===== src/rtl/time_pkg.sv =====
`default_nettype none
// ============================================================================
//  Module      : time_pkg
//  Description : Shared definitions for the time-keeping controller: mode
//                encodings, the FSM state type and the BCD digit limits.
//  Revision    : 1.0  - initial release
// ============================================================================
package time_pkg;

    // Mode encodings as seen on the mode output
    localparam logic [1:0] c_MODE_RUN     = 2'd0;
    localparam logic [1:0] c_MODE_SET_HR  = 2'd1;
    localparam logic [1:0] c_MODE_SET_MIN = 2'd2;

    typedef enum logic [1:0] {
        ST_RUN     = c_MODE_RUN,
        ST_SET_HR  = c_MODE_SET_HR,
        ST_SET_MIN = c_MODE_SET_MIN
    } state_t;

    // Digit limits
    localparam logic [3:0] c_MAX_ONES    = 4'd9;  // sec_o, min_o, hr_o
    localparam logic [3:0] c_MAX_TENS    = 4'd5;  // sec_t, min_t
    localparam logic [3:0] c_MAX_HR_T    = 4'd2;  // hr_t
    localparam logic [3:0] c_MAX_HR_O_TOP = 4'd3; // hr_o limit when hr_t == 2

endpackage : time_pkg
`default_nettype wire


===== src/rtl/bcd_digit.sv =====
`default_nettype none
// ============================================================================
//  Module      : bcd_digit
//  Description : One BCD digit counter, 0..MAX, wrapping to 0.
//                Ports:
//                  clk, rst  - clock, asynchronous active-high reset
//                  clr_i     - synchronous clear (wins over inc_i)
//                  inc_i     - advance by one
//                  val_o     - current digit value
//                  co_o      - carry out, high when at MAX and inc_i
//  Revision    : 1.0  - initial release
// ============================================================================
module bcd_digit #(
    parameter logic [3:0] MAX = 4'd9
) (
    input  logic       clk,
    input  logic       rst,
    input  logic       clr_i,
    input  logic       inc_i,
    output logic [3:0] val_o,
    output logic       co_o
);

    logic [3:0] val_q;
    logic [3:0] val_d;

    // >= rather than == so a corrupted value can never escape the range
    always_comb begin
        val_d = val_q;
        if (clr_i) begin
            val_d = 4'd0;
        end else if (inc_i) begin
            val_d = (val_q >= MAX) ? 4'd0 : val_q + 4'd1;
        end
    end

    always_ff @(posedge clk or posedge rst) begin
        if (rst) begin
            val_q <= 4'd0;
        end else begin
            val_q <= val_d;
        end
    end

    assign val_o = val_q;
    assign co_o  = (val_q == MAX) & inc_i;

endmodule : bcd_digit
`default_nettype wire


===== src/rtl/time_keep_ctrl.sv =====
`default_nettype none
// ============================================================================
//  Module      : time_keep_ctrl
//  Description : 24-hour HH:MM:SS clock with a RUN / SET_HR / SET_MIN mode
//                FSM. Six chained bcd_digit instances hold the time.
//                Ports:
//                  clk, rst          - clock, asynchronous active-high reset
//                  tick              - 1 Hz advance pulse (RUN only)
//                  mode_btn          - advance RUN -> SET_HR -> SET_MIN -> RUN
//                  inc_btn           - increment field being set
//                  sec_o..hr_t       - BCD digits of HH:MM:SS
//                  mode              - current mode encoding
//                  day_wrap          - one-cycle pulse on midnight rollover
//  Revision    : 1.0  - initial release
// ============================================================================
module time_keep_ctrl
    import time_pkg::*;
#(
    parameter int unsigned SET_CLEARS_SEC = 1
) (
    input  logic       clk,
    input  logic       rst,
    input  logic       tick,
    input  logic       mode_btn,
    input  logic       inc_btn,
    output logic [3:0] sec_o,
    output logic [3:0] sec_t,
    output logic [3:0] min_o,
    output logic [3:0] min_t,
    output logic [3:0] hr_o,
    output logic [3:0] hr_t,
    output logic [1:0] mode,
    output logic       day_wrap
);

    localparam logic c_SEC_CLR_EN = (SET_CLEARS_SEC != 0);

    state_t state_q;
    logic   day_wrap_q;

    logic w_run;
    logic w_set_hr;
    logic w_set_min;
    logic w_tick_run;
    logic w_inc_hr;
    logic w_inc_min;
    logic w_sec_clr;
    logic w_hr_adv;
    logic w_hr_23;
    logic w_hr_clr;
    logic w_day_roll;

    logic w_co_so;
    logic w_co_st;
    logic w_co_mo;
    logic w_co_mt;
    logic w_co_ho;
    logic w_co_ht;

    assign w_run     = (state_q == ST_RUN);
    assign w_set_hr  = (state_q == ST_SET_HR);
    assign w_set_min = (state_q == ST_SET_MIN);

    // tick acts alongside mode_btn in RUN; inc_btn loses to mode_btn
    assign w_tick_run = tick & w_run;
    assign w_inc_hr   = inc_btn & ~mode_btn & w_set_hr;
    assign w_inc_min  = inc_btn & ~mode_btn & w_set_min;
    assign w_sec_clr  = mode_btn & w_set_min & c_SEC_CLR_EN;

    // Minute carry only reaches the hours while running; in SET_MIN the
    // minute tens digit wraps on its own.
    assign w_hr_adv = (w_co_mt & w_tick_run) | w_inc_hr;
    assign w_hr_23  = (hr_t == c_MAX_HR_T) & (hr_o == c_MAX_HR_O_TOP);
    // A carry out of hr_t can only come from an illegal hour; clear it too.
    assign w_hr_clr = (w_hr_23 & w_hr_adv) | w_co_ht;

    assign w_day_roll = w_hr_23 & w_co_mt & w_tick_run;

    bcd_digit #(.MAX(c_MAX_ONES)) u_sec_o (
        .clk   (clk),
        .rst   (rst),
        .clr_i (w_sec_clr),
        .inc_i (w_tick_run),
        .val_o (sec_o),
        .co_o  (w_co_so)
    );

    bcd_digit #(.MAX(c_MAX_TENS)) u_sec_t (
        .clk   (clk),
        .rst   (rst),
        .clr_i (w_sec_clr),
        .inc_i (w_co_so),
        .val_o (sec_t),
        .co_o  (w_co_st)
    );

    bcd_digit #(.MAX(c_MAX_ONES)) u_min_o (
        .clk   (clk),
        .rst   (rst),
        .clr_i (1'b0),
        .inc_i (w_co_st | w_inc_min),
        .val_o (min_o),
        .co_o  (w_co_mo)
    );

    bcd_digit #(.MAX(c_MAX_TENS)) u_min_t (
        .clk   (clk),
        .rst   (rst),
        .clr_i (1'b0),
        .inc_i (w_co_mo),
        .val_o (min_t),
        .co_o  (w_co_mt)
    );

    bcd_digit #(.MAX(c_MAX_ONES)) u_hr_o (
        .clk   (clk),
        .rst   (rst),
        .clr_i (w_hr_clr),
        .inc_i (w_hr_adv),
        .val_o (hr_o),
        .co_o  (w_co_ho)
    );

    bcd_digit #(.MAX(c_MAX_HR_T)) u_hr_t (
        .clk   (clk),
        .rst   (rst),
        .clr_i (w_hr_clr),
        .inc_i (w_co_ho),
        .val_o (hr_t),
        .co_o  (w_co_ht)
    );

    // Mode FSM and registered rollover pulse
    always_ff @(posedge clk or posedge rst) begin
        if (rst) begin
            state_q    <= ST_RUN;
            day_wrap_q <= 1'b0;
        end else begin
            day_wrap_q <= w_day_roll;
            case (state_q)
                ST_RUN:     if (mode_btn) state_q <= ST_SET_HR;
                ST_SET_HR:  if (mode_btn) state_q <= ST_SET_MIN;
                ST_SET_MIN: if (mode_btn) state_q <= ST_RUN;
                default:    state_q <= ST_RUN;
            endcase
        end
    end

    assign mode     = state_q;
    assign day_wrap = day_wrap_q;

endmodule : time_keep_ctrl
`default_nettype wire

===== config.mk =====
export PLATFORM = sky130hd
export DESIGN_NAME = time_keep_ctrl
export DESIGN_NICKNAME = d
export VERILOG_FILES = /design/src/rtl/time_pkg.sv /design/src/rtl/bcd_digit.sv /design/src/rtl/time_keep_ctrl.sv
export SDC_FILE = /design/constraint.sdc
export NUM_CORES = 1
export LEC_CHECK = 0
export BUFFER_PORTS_ARGS = -buffer_cell sky130_fd_sc_hd__buf_2
export CAP_MARGIN = 10
export CORE_ASPECT_RATIO = 0.6
export CORE_MARGIN = 10
export CORE_UTILIZATION = 30
export CTS_CLUSTER_DIAMETER = 100
export DETAILED_ROUTE_END_ITERATION = 12
export GPL_TIMING_DRIVEN = 0
export PLACE_DENSITY = 0.52
export SKIP_CTS_REPAIR_TIMING = 1
export SLEW_MARGIN = 20
export SYNTH_ARGS = -nofsm -noshare
export SYNTH_HDL_FRONTEND = slang
export SYNTH_SLANG_ARGS = --single-unit

===== constraint.sdc =====
create_clock -name clk -period 2.3 [get_ports clk]
set_input_delay 0.115 -clock clk [delete_from_list [all_inputs] [get_ports clk]]
set_output_delay 0.115 -clock clk [all_outputs]
set_load 0.02 [all_outputs]

======== Word level (Yosys, flattened, before mapping) ========
Cells that the tools add are included.
storage, ports and cells
  register bits ........................... 27
  bits in latches ......................... 0
  bits in writable memories ............... 0
  ROM bits ................................ 0
  input bits .............................. 5
  output and inout port bits .............. 27
  word-level logic and storage cells ...... 76
  memories kept ........................... 0
operators by class
  add/subtract/negate cells ............... 6
  multiply operators ...................... 0
  div/mod/pow operators ................... 0
  order comparisons ....................... 6
  eq/ne operators ......................... 12
  shifts and indexed selects .............. 0
  muxes and demuxes ....................... 18
  bitwise gates (word level) .............. 20
  reductions and logical operators ........ 6
operators by type and width
  cell                   number
  $mux W4                14
  $add A4 B1 Y4 const B  6
  $and A1 B1 Y1          16
  $eq A4 B4 Y1 const B   3
  $ge A4 B4 Y1 const B   3
  $eq A4 B2 Y1 const B   2
  $eq A4 B3 Y1 const B   2
  $ge A4 B3 Y1 const B   2
  $reduce_bool A2 Y1     4
  $mux W2                3
  $ne A2 B2 Y1 const B   3
  $pmux W2 S3            1
  $ge A4 B2 Y1 const B   1
  $or A1 B1 Y1           3
  $reduce_and A3 Y1      1
  $eq A2 B1 Y1 const B   1
  $eq A2 B2 Y1 const B   1
  $logic_not A2 Y1       1
  $not A1 Y1             1

======== Depth between registers and ports, before layout ========
  word-level depth ........................ 13
  mapped depth ............................ 9
  mapped depth without buffers ............ 7

======== Hierarchy ========
Synthesis repeated with hierarchy kept, for this count alone.
unflattened totals
  cells, all modules ...................... 183
  area, all modules ....................... 1841.8 µm²
by module, submodules not included
  module                    times used  cells each  area an instance (µm²)  seq. area each (µm²)
  bcd_digit at u_hr_o ...   3           29          281.5                   100.1
  bcd_digit at u_min_t ...  2           27          282.8                   100.1
  time_keep_ctrl            1           24          219.0                   75.1
  bcd_digit at u_hr_t       1           18          212.7                   100.1

======== Least setup slack after synthesis ========
No wires, ideal clock.
  kind .................................... flip-flop to flip-flop
  from .................................... register u_sec_o.val_q[0], in the netlist u_sec_o.val_o[0]
  to ...................................... register u_hr_t.val_q[0], in the netlist u_hr_t.val_o[0]
  setup time .............................. 0.125 ns
  arrival time ............................ 2.136 ns
  required time ........................... 2.175 ns
  path slack .............................. 0.039 ns
  stages on the path, launching flop included .. 8
  buffers on the path ..................... 1
  clock period less this slack ............ 2.261 ns
  cells stage by stage .................... dfrtp_1 -> ha_1 -> and3b_1 -> clkbuf_1 -> nand3_2 -> o31ai_4 -> a21boi_4 -> mux2_2
between the ends
  cells in the longest elaborated chain, start to end .. 12
  elaborated cells on any way between the ends .. 14
  classes of those cells .................. eq/ne: 1; mux: 1; bitwise: 11; reduce/logical: 1
ends and longest elaborated chain
  what                                           line                   source
  from (decl)                                    bcd_digit.sv:24        logic [3:0] val_q;
  from (signal assigned)                         bcd_digit.sv:41        val_q <= val_d;
  $eq A4 B4 Y1 *                                 bcd_digit.sv:46        assign co_o = (val_q == MAX) & inc_i;
  $and A1 B1 Y1 * (2 in series)                  bcd_digit.sv:46
  $or A1 B1 Y1 *                                 time_keep_ctrl.sv:101  .inc_i (w_co_st | w_inc_min),
  $and A1 B1 Y1 * (2 in series)                  bcd_digit.sv:46
  $and A1 B1 Y1 *                                time_keep_ctrl.sv:72   assign w_hr_adv = (w_co_mt & w_tick_run) | w_inc_hr;
  $or A1 B1 Y1 *                                 time_keep_ctrl.sv:72
  $and A1 B1 Y1 (2 in series)                    bcd_digit.sv:46
  $or A1 B1 Y1                                   time_keep_ctrl.sv:75   assign w_hr_clr = (w_hr_23 & w_hr_adv) | w_co_ht;
  $mux W4 or $reduce_bool A2 Y1 (tied branches)  --
  to (signal assigned)                           bcd_digit.sv:41
  to (decl)                                      bcd_digit.sv:24
Mark *: on every way between the ends. The rest lies on a longest branch, timed or not.
A chain may end at the register's enable or synchronous reset.

======== Final worst setup path ========
  from .................................... register u_sec_o.val_q[1], in the netlist u_sec_o.val_o[1]
  to ...................................... register u_hr_t.val_q[2], in the netlist u_hr_t.val_o[2]
The elaborated chain is that of the path after synthesis.

==> metrics.csv <==
stage,metric,value,unit
clock_network,Num CTS Buffers,3,
min_path,hold path depth,2,
logic_synthesis,Adder-Cell Fraction of Synth Area,12.6,%
drt,Routed WL,3680,µm
power,clock share of power,13.6,%
timing,Final Critical Period,2.08,ns
layout,fillcell total,547,
timing,Slew Limit Headroom,60.3,%
clock_network,CTS tree,yes,
global_routing,number of global-route vias before repair,1212,
floorplanning,Die Wd,117,µm
drt,DRC violations left,0,
placed_design,dpl ws,-0.110,ns
logic_synthesis,Synth Instances,172,
logic_synthesis,"Seq/Total Area, Yosys",40.1,%
layout,Final Cell Area,2000,µm²
run,Max Cap Viol,0,
global_routing,GR Util All Layers,8.27,%
global_routing,first-pass GRT wire length,6130,µm
logic_synthesis,post-synthesis async set-or-reset flop share,100,%
drt,Pre-antenna DRT Iters,4,
layout,diode count,0,
global_routing,GR Overflow Total,0,
logic_synthesis,"area leader, netlist",dfrtp_1,
worst_setup_path,R2R depth,7,
power,maximum VDD drop,0.000286,V
floorplanning,Die Y,78.0,µm
worst_setup_path,"Req. time, crit path",2.47,ns
logic_synthesis,largest family of logic cells by synthesized area,simple AND/OR/NAND/NOR gates,
clock_network,Root Driver,clkbuf_8,
logic_synthesis,XOR/XNOR Fraction of Synth Area,1.04,%
layout,"most common cell after layout, fill and taps aside",buf_2,
layout,multi-input combinational cell area,927,µm²
timing,worst-margin pin slew,0.595,ns
placed_design,half-perimeter wire length after placement,2850,µm
timing,worst hold slack,0.126,ns
clock_network,H-tree levels,1,
power,Leak,0.00100,µW
logic_synthesis,net count after synthesis,194,
drt,Vias,1311,
run_status,status,finished clean,
power,PD cells,1010,nW/µm²
layout,share of cells above drive strength 1,24.4,%
clock_network,"Reg clk slew, reported paths",0.10,ns
logic_synthesis,mux cell area share after synthesis,3.27,%
layout,storage element area,676,µm²
logic_synthesis,synthesized area,1680,µm²
floorplanning,core area,5490,µm²
worst_setup_path,CP Max Fanout,6,
timing,final setup violation count,0,
layout,area delta synth->final,19.1,%
timing,final hold viol count,0,
timing,f_max,481,MHz
logic_synthesis,#FFs+latches synth,27,
placed_design,Post-DP Area,1920,µm²
timing,Final Worst Setup Slack,0.222,ns
floorplanning,Core Rows,21,
placed_design,I/O Buffers,31,
placed_design,placed cell count,272,
logic_synthesis,Post-synth EDFFs,0,
global_routing,largest net degree at the start of global routing,28,
power,Sw Share,44.6,%
power,Pint,1120,µW
logic_synthesis,"top cells by area, synth","dfrtp_1, ha_1, o21ai_0, nor2_1, inv_1",
logic_synthesis,"Primary FF master, synth",dfrtp_1,
timing,Setup TNS Final,0,ns
logic_synthesis,area share of the largest cell type after synthesis,40.1,%
timing,Tcrit/Tclk final,90.4,%
worst_setup_path,crit path DAT,2.25,ns
clock_network,CTS sink count,27,
layout,Layout Nets,232,
timing,Final Skew,0.00716,ns
floorplanning,die area,9100,µm²
timing,RSZ-0062 raised after global routing,no,
power,Switching Power,900,µW
logic_synthesis,Yosys cell types,46,
worst_setup_path,Worst setup EP type,register,
logic_synthesis,complex-gate fraction of the synthesized area,15.7,%
worst_setup_path,worst path cell trace,"inv_1, ha_1, and3b_1, nand3_2, o31ai_4, a21boi_4, mux2_2",
drt,post-route antenna net violation count,0,
floorplanning,IO Count,32,
clock_network,maximum clock insertion buffer count,2,
layout,most frequent cells in the layout,"buf_2, dfrtp_1, ha_1",
drt,per-cell routed wire length,13.2,µm
worst_setup_path,Worst setup SP type,register,
logic_synthesis,YS warnings,0,
worst_setup_path,Crit-path slowest cell,dfrtp_1,
power,Logic pwr share,47.5,%
min_path,hold crit path type,in -> reg,
floorplanning,Initial Utilization,30.6,%
clock_network,Worst-Skew Late Latency,0.28,ns
layout,"Cell Count, Final, Fillers Out",278,
power,sequential share of power,38.9,%
logic_synthesis,Post-Synth Simple-Gate Area,22.5,%
worst_setup_path,"slowest stage delay, CP",0.43,ns
drt,via density per instance,4.72,
timing,max-slew violation count,0,
worst_setup_path,Setup CP Type,reg -> reg,
drt,DR iter-0 viols,55,
logic_synthesis,Mapped Avg Cell Area,9.78,µm²
global_routing,initial antenna violation count,0,
placed_design,Routability Congestion,0.772,
[worst paths after layout]
path / from / to / slack (ns)
min reg2reg: u_hr_t.val_o[3] / u_hr_t.val_o[3] / 0.54
max reg2reg: u_sec_o.val_o[1] / u_hr_t.val_o[2] / 0.22
max: u_sec_o.val_o[1] / u_hr_t.val_o[2] / 0.22
min in group asynchronous: rst / u_sec_o.val_o[2] / 0.46
max in group asynchronous: rst / u_min_o.val_o[0] / 1.45
min: mode_btn / mode[1] / 0.13
[flip-flops by register name (all words and copies together), names as in the netlist]
| signal | cells |
|---|---|
| u_hr_t.val_o | 4 |
| mode | 2 |
| day_wrap | 1 |
| u_sec_o.val_o | 4 |
| u_min_t.val_o | 4 |
| u_hr_o.val_o | 4 |
| u_sec_t.val_o | 4 |
| u_min_o.val_o | 4 |
[cells by family (layout without fill, tap and decap cells)]
family,after synthesis,in the layout
and+or+nand+nor,64,64
xor gates and xnor gates,2,2
AOI/OAI and AO/OA,38,38
muxes,5,5
buffers and inverters,19,56
DFF,27,27
adders and majority gates,17,17
[synth_stat cells (all sizes together) (2+ instances only)]
| master | count |
|---|---|
| a41oi | 2 |
| buf | 2 |
| clkbuf | 2 |
| nand4b | 3 |
| o31ai | 2 |
| o21a | 2 |
| ha | 17 |
| nor2 | 16 |
| nor3 | 3 |
| and3b | 2 |
| nand3 | 6 |
| dfrtp | 27 |
| nand3b | 3 |
| a21oi | 6 |
| inv | 15 |
| nand2 | 12 |
| nand2b | 7 |
| nor2b | 3 |
| mux2 | 4 |
| nand4 | 2 |
| o21ai | 15 |
[power by group through the flow]
stage          Combinational, µW  Sequential [µW]  Clock, µW
2_1_floorplan                512              920          0
3_3_place_gp                 931              793          0
3_5_place_dp                 936              788          0
4_1_cts                      939              779        292
5_1_grt                     1080              811        308
6_report                     958              784        275
[layout make-up]
cell class                 instances  area share [%]
multi-input combinational        126            46.3
sequential                        27            33.7
timing repair buffer              34            9.61
tap                               69            4.31
inverter                          15            2.81
clock buffer                       3            2.06
buffer                             3           0.999
clock inverter                     1           0.250
[critical path: cells and delay by family (launching register included)]
family	cells	cell delay [ns]
AOI/OAI and AO/OA	2	0.48
adders and majority gates	1	0.16
buffers and inverters	1	0.09
DFF	1	0.43
muxes	1	0.35
and+or+nand+nor	2	0.45
[stage by stage]
stage	utilization, %	power (µW)
3_3_place_gp	35.0	1720
4_1_cts	35.9	2010
3_5_place_dp	35.0	1720
5_1_grt	36.5	2200
6_report	36.5	2020
2_1_floorplan	-	1430
[metal layers]
layer,vias up,track usage [%],wire length (µm)
met5,-,0,0
met2,16,11.4,1490
met3,4,2.66,150
met1,611,11.9,2000
met4,0,2.21,41
li1,680,-,-
(Power assumes the default switching activity.)
